File: src/rtl/cpu_pkg.sv
// cpu_pkg: shared definitions for the 8-bit processor.
//   - state_t: sequencer FSM states, 3-bit encoding exposed on the debug port
//   - opcode constants for the upper nibble of the instruction word
//   - PC_W_DEF: default program-counter width
//   - is_wait_state(): states that hold a memory request until ready
package cpu_pkg;

    localparam int PC_W_DEF = 8;

    typedef enum logic [2:0] {
        S_IDLE   = 3'd0,
        S_FETCH  = 3'd1,
        S_DECODE = 3'd2,
        S_EXEC   = 3'd3,
        S_MEM    = 3'd4,
        S_WB     = 3'd5
    } state_t;

    localparam logic [3:0] OP_LD  = 4'b0000;
    localparam logic [3:0] OP_ST  = 4'b0001;
    localparam logic [3:0] OP_SUM = 4'b0100;
    localparam logic [3:0] OP_SMI = 4'b1100;

    function automatic logic is_wait_state(input state_t s);
        return (s == S_FETCH) || (s == S_MEM);
    endfunction

endpackage

File: src/rtl/seq_wait_timer.sv
// seq_wait_timer: counts cycles spent waiting on a memory handshake and
// flags a timeout once TIMEOUT_CYC consecutive cycles passed without ready.
// Only instantiated when SEQ_TIMEOUT_EN is defined.
// Ports:
//   clk, reset   clock and synchronous active-high reset
//   i_active     sequencer is in a handshake state (FETCH or MEM)
//   i_ready      handshake ready for the active request
//   i_clear      sequencer changes state this cycle; restart the count
//   o_timeout    this is the final allowed wait cycle; abandon the request
module seq_wait_timer #(
    parameter int TIMEOUT_CYC = 15
) (
    input  logic clk,
    input  logic reset,
    input  logic i_active,
    input  logic i_ready,
    input  logic i_clear,
    output logic o_timeout
);

    localparam logic [7:0] LIMIT = 8'(TIMEOUT_CYC - 1);

    logic [7:0] r_cnt;

    always_ff @(posedge clk) begin
        if (reset || i_clear || !i_active || i_ready)
            r_cnt <= 8'd0;
        else
            r_cnt <= r_cnt + 8'd1;
    end

    // r_cnt holds the number of wait cycles already spent, so the
    // TIMEOUT_CYC-th waiting cycle is the one where it equals LIMIT.
    assign o_timeout = i_active && !i_ready && (r_cnt == LIMIT);

endmodule

File: src/rtl/instr_sequencer.sv
// instr_sequencer: multi-cycle fetch/decode/execute/memory/writeback FSM.
// Drives the PC and instruction fetch handshake, latches IR for the
// Control_Unit, then sequences alu_en, the data-memory handshake, rf_we
// and retire based on the decoded flags returned from the Control_Unit.
// Optional macro SEQ_TIMEOUT_EN: abandon a handshake after TIMEOUT_CYC
// wait cycles and set the sticky seq_err flag; otherwise wait forever.
// Ports:
//   clk, reset                 clock, synchronous active-high reset
//   run                        permits a new fetch (IDLE and retire point)
//   imem_req/addr/rdata/ready  instruction fetch handshake
//   ir                         latched instruction
//   dec_mem_read/write/reg_write  decoded flags from the Control_Unit
//   alu_en                     one-cycle execute strobe
//   dmem_req/we/ready          data-memory handshake
//   rf_we                      one-cycle register write strobe
//   retire                     one-cycle instruction-complete pulse
//   pc, state                  program counter and FSM encoding (debug)
//   seq_err                    sticky handshake timeout flag
module instr_sequencer
    import cpu_pkg::*;
#(
    parameter int              PC_W        = PC_W_DEF,
    parameter logic [PC_W-1:0] RESET_PC    = '0,
    parameter int              TIMEOUT_CYC = 15
) (
    input  logic            clk,
    input  logic            reset,
    input  logic            run,
    output logic            imem_req,
    output logic [PC_W-1:0] imem_addr,
    input  logic [7:0]      imem_rdata,
    input  logic            imem_ready,
    output logic [7:0]      ir,
    input  logic            dec_mem_read,
    input  logic            dec_mem_write,
    input  logic            dec_reg_write,
    output logic            alu_en,
    output logic            dmem_req,
    output logic            dmem_we,
    input  logic            dmem_ready,
    output logic            rf_we,
    output logic            retire,
    output logic [PC_W-1:0] pc,
    output logic [2:0]      state,
    output logic            seq_err
);

    state_t          r_state;
    state_t          w_next;
    logic [PC_W-1:0] r_pc;
    logic [7:0]      r_ir;
    logic            w_accept;
    logic            w_timeout;

    // Instruction-complete target: run is sampled only here and in IDLE.
    state_t          w_after_retire;
    assign w_after_retire = run ? S_FETCH : S_IDLE;

    always_ff @(posedge clk) begin
        if (reset) begin
            r_state <= S_IDLE;
            r_pc    <= RESET_PC;
            r_ir    <= 8'h00;
        end else begin
            r_state <= w_next;
            if (w_accept) begin
                r_ir <= imem_rdata;
                r_pc <= r_pc + 1'b1;
            end
        end
    end

    always_comb begin
        w_next   = r_state;
        w_accept = 1'b0;
        imem_req = 1'b0;
        dmem_req = 1'b0;
        dmem_we  = 1'b0;
        alu_en   = 1'b0;
        rf_we    = 1'b0;
        retire   = 1'b0;
        case (r_state)
            S_IDLE: begin
                if (run)
                    w_next = S_FETCH;
            end
            S_FETCH: begin
                imem_req = 1'b1;
                if (w_timeout) begin
                    w_next = S_IDLE;
                end else if (imem_ready) begin
                    w_accept = 1'b1;
                    w_next   = S_DECODE;
                end
            end
            S_DECODE: begin
                w_next = S_EXEC;
            end
            S_EXEC: begin
                alu_en = 1'b1;
                if (dec_mem_read || dec_mem_write) begin
                    w_next = S_MEM;
                end else if (dec_reg_write) begin
                    w_next = S_WB;
                end else begin
                    retire = 1'b1;
                    w_next = w_after_retire;
                end
            end
            S_MEM: begin
                dmem_req = 1'b1;
                // A write flag wins when both read and write are decoded.
                dmem_we  = dec_mem_write;
                if (w_timeout) begin
                    w_next = S_IDLE;
                end else if (dmem_ready) begin
                    if (dec_reg_write) begin
                        w_next = S_WB;
                    end else begin
                        retire = 1'b1;
                        w_next = w_after_retire;
                    end
                end
            end
            S_WB: begin
                rf_we  = 1'b1;
                retire = 1'b1;
                w_next = w_after_retire;
            end
            default: begin
                w_next = S_IDLE;
            end
        endcase
    end

`ifdef SEQ_TIMEOUT_EN
    logic w_wait_ready;
    logic w_state_change;
    logic r_seq_err;

    assign w_wait_ready   = (r_state == S_FETCH) ? imem_ready : dmem_ready;
    assign w_state_change = (w_next != r_state);

    seq_wait_timer #(
        .TIMEOUT_CYC (TIMEOUT_CYC)
    ) u_wait_timer (
        .clk       (clk),
        .reset     (reset),
        .i_active  (is_wait_state(r_state)),
        .i_ready   (w_wait_ready),
        .i_clear   (w_state_change),
        .o_timeout (w_timeout)
    );

    always_ff @(posedge clk) begin
        if (reset)
            r_seq_err <= 1'b0;
        else if (w_timeout)
            r_seq_err <= 1'b1;
    end

    assign seq_err = r_seq_err;
`else
    // Timeouts are compiled out; this compare is constant false for any
    // legal TIMEOUT_CYC and only keeps the parameter referenced.
    assign w_timeout = (TIMEOUT_CYC < 0);
    assign seq_err   = 1'b0;
`endif

    assign imem_addr = r_pc;
    assign pc        = r_pc;
    assign ir        = r_ir;
    assign state     = r_state;

endmodule

File: config.mk
export PLATFORM = sky130hd
export DESIGN_NAME = instr_sequencer
export DESIGN_NICKNAME = d
export VERILOG_FILES = /design/src/rtl/cpu_pkg.sv /design/src/rtl/seq_wait_timer.sv /design/src/rtl/instr_sequencer.sv
export SDC_FILE = /design/constraint.sdc
export NUM_CORES = 1
export LEC_CHECK = 0
export CAP_MARGIN = 0
export CORE_MARGIN = 3
export CORE_UTILIZATION = 42
export DETAILED_ROUTE_END_ITERATION = 16
export GPL_TIMING_DRIVEN = 1
export MAX_ROUTING_LAYER = met4
export PLACE_DENSITY = 0.9
export SETUP_SLACK_MARGIN = 0.1
export SLEW_MARGIN = 10
export SYNTH_ARGS = -nofsm -noshare
export SYNTH_HDL_FRONTEND = slang
export SYNTH_SLANG_ARGS = --single-unit
File: constraint.sdc
create_clock -name clk -period 3.1 [get_ports clk]
set_input_delay 0.31 -clock clk [delete_from_list [all_inputs] [get_ports clk]]
set_output_delay 0.31 -clock clk [all_outputs]
set_load 0.05 [all_outputs]
==> run metrics <==
final net count=178; Post-Synth Simple-Gate Area=26.33%; Post-Syn Nets=143; Slew Limit Headroom=52.39%; multiplexer share of the synthesized area=4.326%; Seq/Total Area, Yosys=37.58%; PostCTS Resize Cnt=0; Tmin final=2.613 ns; gpl congestion=0.8420; share of cells above drive strength 1=6.250%; Bufs and invs on worst path=1; worst-path cell chain=and3b_1 -> nand2_1 -> o32ai_1 -> clkdlybuf4s50_1; drc violations=0; DR vias=1,006; hold path startpoint=ir[3]$_SDFFE_PP0P_; grt ovf=0; First-pass DRT Iterations=4; worst skew pair latency=0.30 ns; die width=55.09 um; Req. time, crit path=2.79 ns; DR vias/cell=5.351; area grow syn2layout=43.14%; Core ar.=0.002255 sq mm; sinks on the clock net=19; Area contributors post-synth=dfxtp_1 (38%), nand2_1 (8.2%), a21oi_1 (7.4%), buf_4 (6.7%), mux2_2 (3.3%); Synth Instances=126; placed instance area=0.001421 sq mm; DP Worst Slack=0.7433 ns; syn avg cell area=8.034 sq um; detailed placement HPWL=1970 um; # IOs=50; FF+latch count, synth=19; Crit Path Max Fanout=13; Die H=55.09 um; TritonCTS clock tree=yes; wirelength, routed=2593 um; Worst path max stage delay=0.88 ns; Max Freq=382.7 MHz; H-tree depth=1; diode count=0; FF-to-FF Start=state[0]$_SDFFE_PP0P_; die area=0.003035 sq mm; initial antenna violation count=0; max-cap viol count=0; first-pass GRT wire length=3946 um; Hold Crit Class=reg2reg; RSZ-0062 raised after global routing=no; WHS Endpoint=ir[3]$_SDFFE_PP0P_; main combinational cell family by area after synthesis=simple AND/OR/NAND/NOR gates; Setup CP Type=reg2out; Root Driver=clkbuf_4; Power Dens Cells=369.6 mW/mm^2; multi-input logic area=510.5 sq um; Initial DRC Count=16; Commonest cells post-synth=nand2_1 (22), dfxtp_1 (19), a21oi_1 (15); adder-cell share of the synthesized area=1.236%; setup violators final=0; post-DR wirelength/cell=13.79 um; Crit. End Element=output pin; # fillers=192; worst reg2reg endpoint=imem_addr[7]$_SDFFE_PP0P_; Yosys top cell by area=dfxtp_1; worst reg2reg setup slack=1.03 ns; period utilisation layout=84.29%; largest net degree at the start of global routing=21; # Post-CTS Setup Buffers=0; I/O Buffers=48; Max Slew Vio Count=0; Critical Path AT=2.30 ns; num rows=17; number of synthesis warnings=0; peak supply drop=0.2930 mV; ys flop type=dfxtp_1; Compound-Gate Fraction of Synth Area=17.31%; Slowest-stage cell, CP=clkdlybuf4s50_1; CTS max path bufs=2; Synth async-reset ratio=0%; delay-heaviest family, CP=buffers and inverters; cts bufs inserted=3; slew at the pin closest to its max-slew limit=0.7118 ns; status=complete, no violations; Hold Path Depth=2; Post-synth EDFFs=0; Leakage Power=0.5058 nW; final hold slack=0.4653 ns; clk_skew=0.002643 ns; Cell variety after synth=37; starting density of the core=44.89%; count leader, synth=nand2_1; CP startpoint kind=register; GRT Overall Usage=18.07%; Worst-path clk slew=0.11 ns; Power Total=0.5356 mW; vias in the first global route=844; TNS Setup=0 ns; antenna viol nets, final=0; final setup margin=0.4869 ns; Design Area, Final=0.001449 sq mm; R2R depth=3; post-synth top area share=37.58%; # hold bufs at CTS=0; Final Hold Viols=0; Post-Synth XOR/XNOR Area=0.8653%; cell area after synthesis=0.001012 sq mm; Register Area=380.4 sq um
## final cells by class
class,count,share of cell area (%)
Tap cell,28,2.418
Multi-Input combinational cell,85,35.23
Timing Repair Buffer,48,33.16
Inverter,4,1.036
Sequential cell,19,26.25
Clock inverter,1,0.3454
Clock buffer,3,1.554
## worst reg2reg max path, stage by stage, from the launching register on
cell and delay [ns]:
dfxtp_1 0.58, nand4bb_1 0.57, or4_1 0.67, a21oi_1 0.17
## worst max-delay path by stage
stage          slack, ns                   from  endpoint  cells after the start
3_5_place_dp        0.74          dec_reg_write    retire                      5
2_1_floorplan       0.52  state[0]$_SDFFE_PP0P_    retire                      4
5_1_grt             0.36  state[0]$_SDFFE_PP0P_    retire                      4
3_3_place_gp        0.83          dec_reg_write    retire                      5
6_report            0.49  state[0]$_SDFFE_PP0P_    retire                      4
4_1_cts             0.50  state[1]$_SDFFE_PP0P_    retire                      4
## metal layers
metal | wire, um | vias to the layer above | track usage, %
met5 | 0 | - | -
met4 | 9 | 0 | 3.644
met3 | 72 | 2 | 4.021
met2 | 1503 | 24 | 31.69
met1 | 1007 | 488 | 21.14
li1 | - | 492 | -
## sequential cells by signal (all words and copies together) (netlist names)
name,count
ir,8
imem_addr,8
state,3
## cells in the final DEF, fill, tap and decap left out, types with 2 or more instances in the layout
master / synthesis / layout
clkdlybuf4s50_1: 0 / 48
nand2_1: 22 / 22
dfxtp_1: 19 / 19
a21oi_1: 15 / 15
nor2_1: 5 / 5
inv_1: 4 / 4
a21o_1: 3 / 3
nor2b_1: 3 / 3
mux2_2: 3 / 3
o31ai_1: 3 / 3
or4_1: 3 / 3
clkbuf_4: 0 / 3
nor3b_1: 2 / 2
nand2b_1: 2 / 2
nor3_1: 2 / 2
nand3_1: 2 / 2
nand4_1: 2 / 2
## stage by stage
step / util [%] / std cells
global placement: 63.04 / 184
finish: 64.26 / 188
detailed placement: 63.04 / 184
global route: 64.26 / 188
CTS: 64.26 / 188
floorplan: - / 126
## cells by family after synthesis
family / count (synthesis)
AOI/OAI and AO/OA: 28
xor gates and xnor gates: 1
adders and majority gates: 1
buffers and inverters: 22
DFF: 19
muxes: 4
other: 1
and+or+nand+nor: 50
## where the power goes
part / total, mW / switching (mW) / leakage, nW / internal (mW)
Combinational: 0.140 / 0.0838 / 0.334 / 0.0561
Sequential: 0.267 / 0.0140 / 0.154 / 0.253
Clock: 0.128 / 0.0801 / 0.0177 / 0.0482
Total: 0.536 / 0.178 / 0.506 / 0.358
No activity file was read; power rests on OpenSTA's default activity.
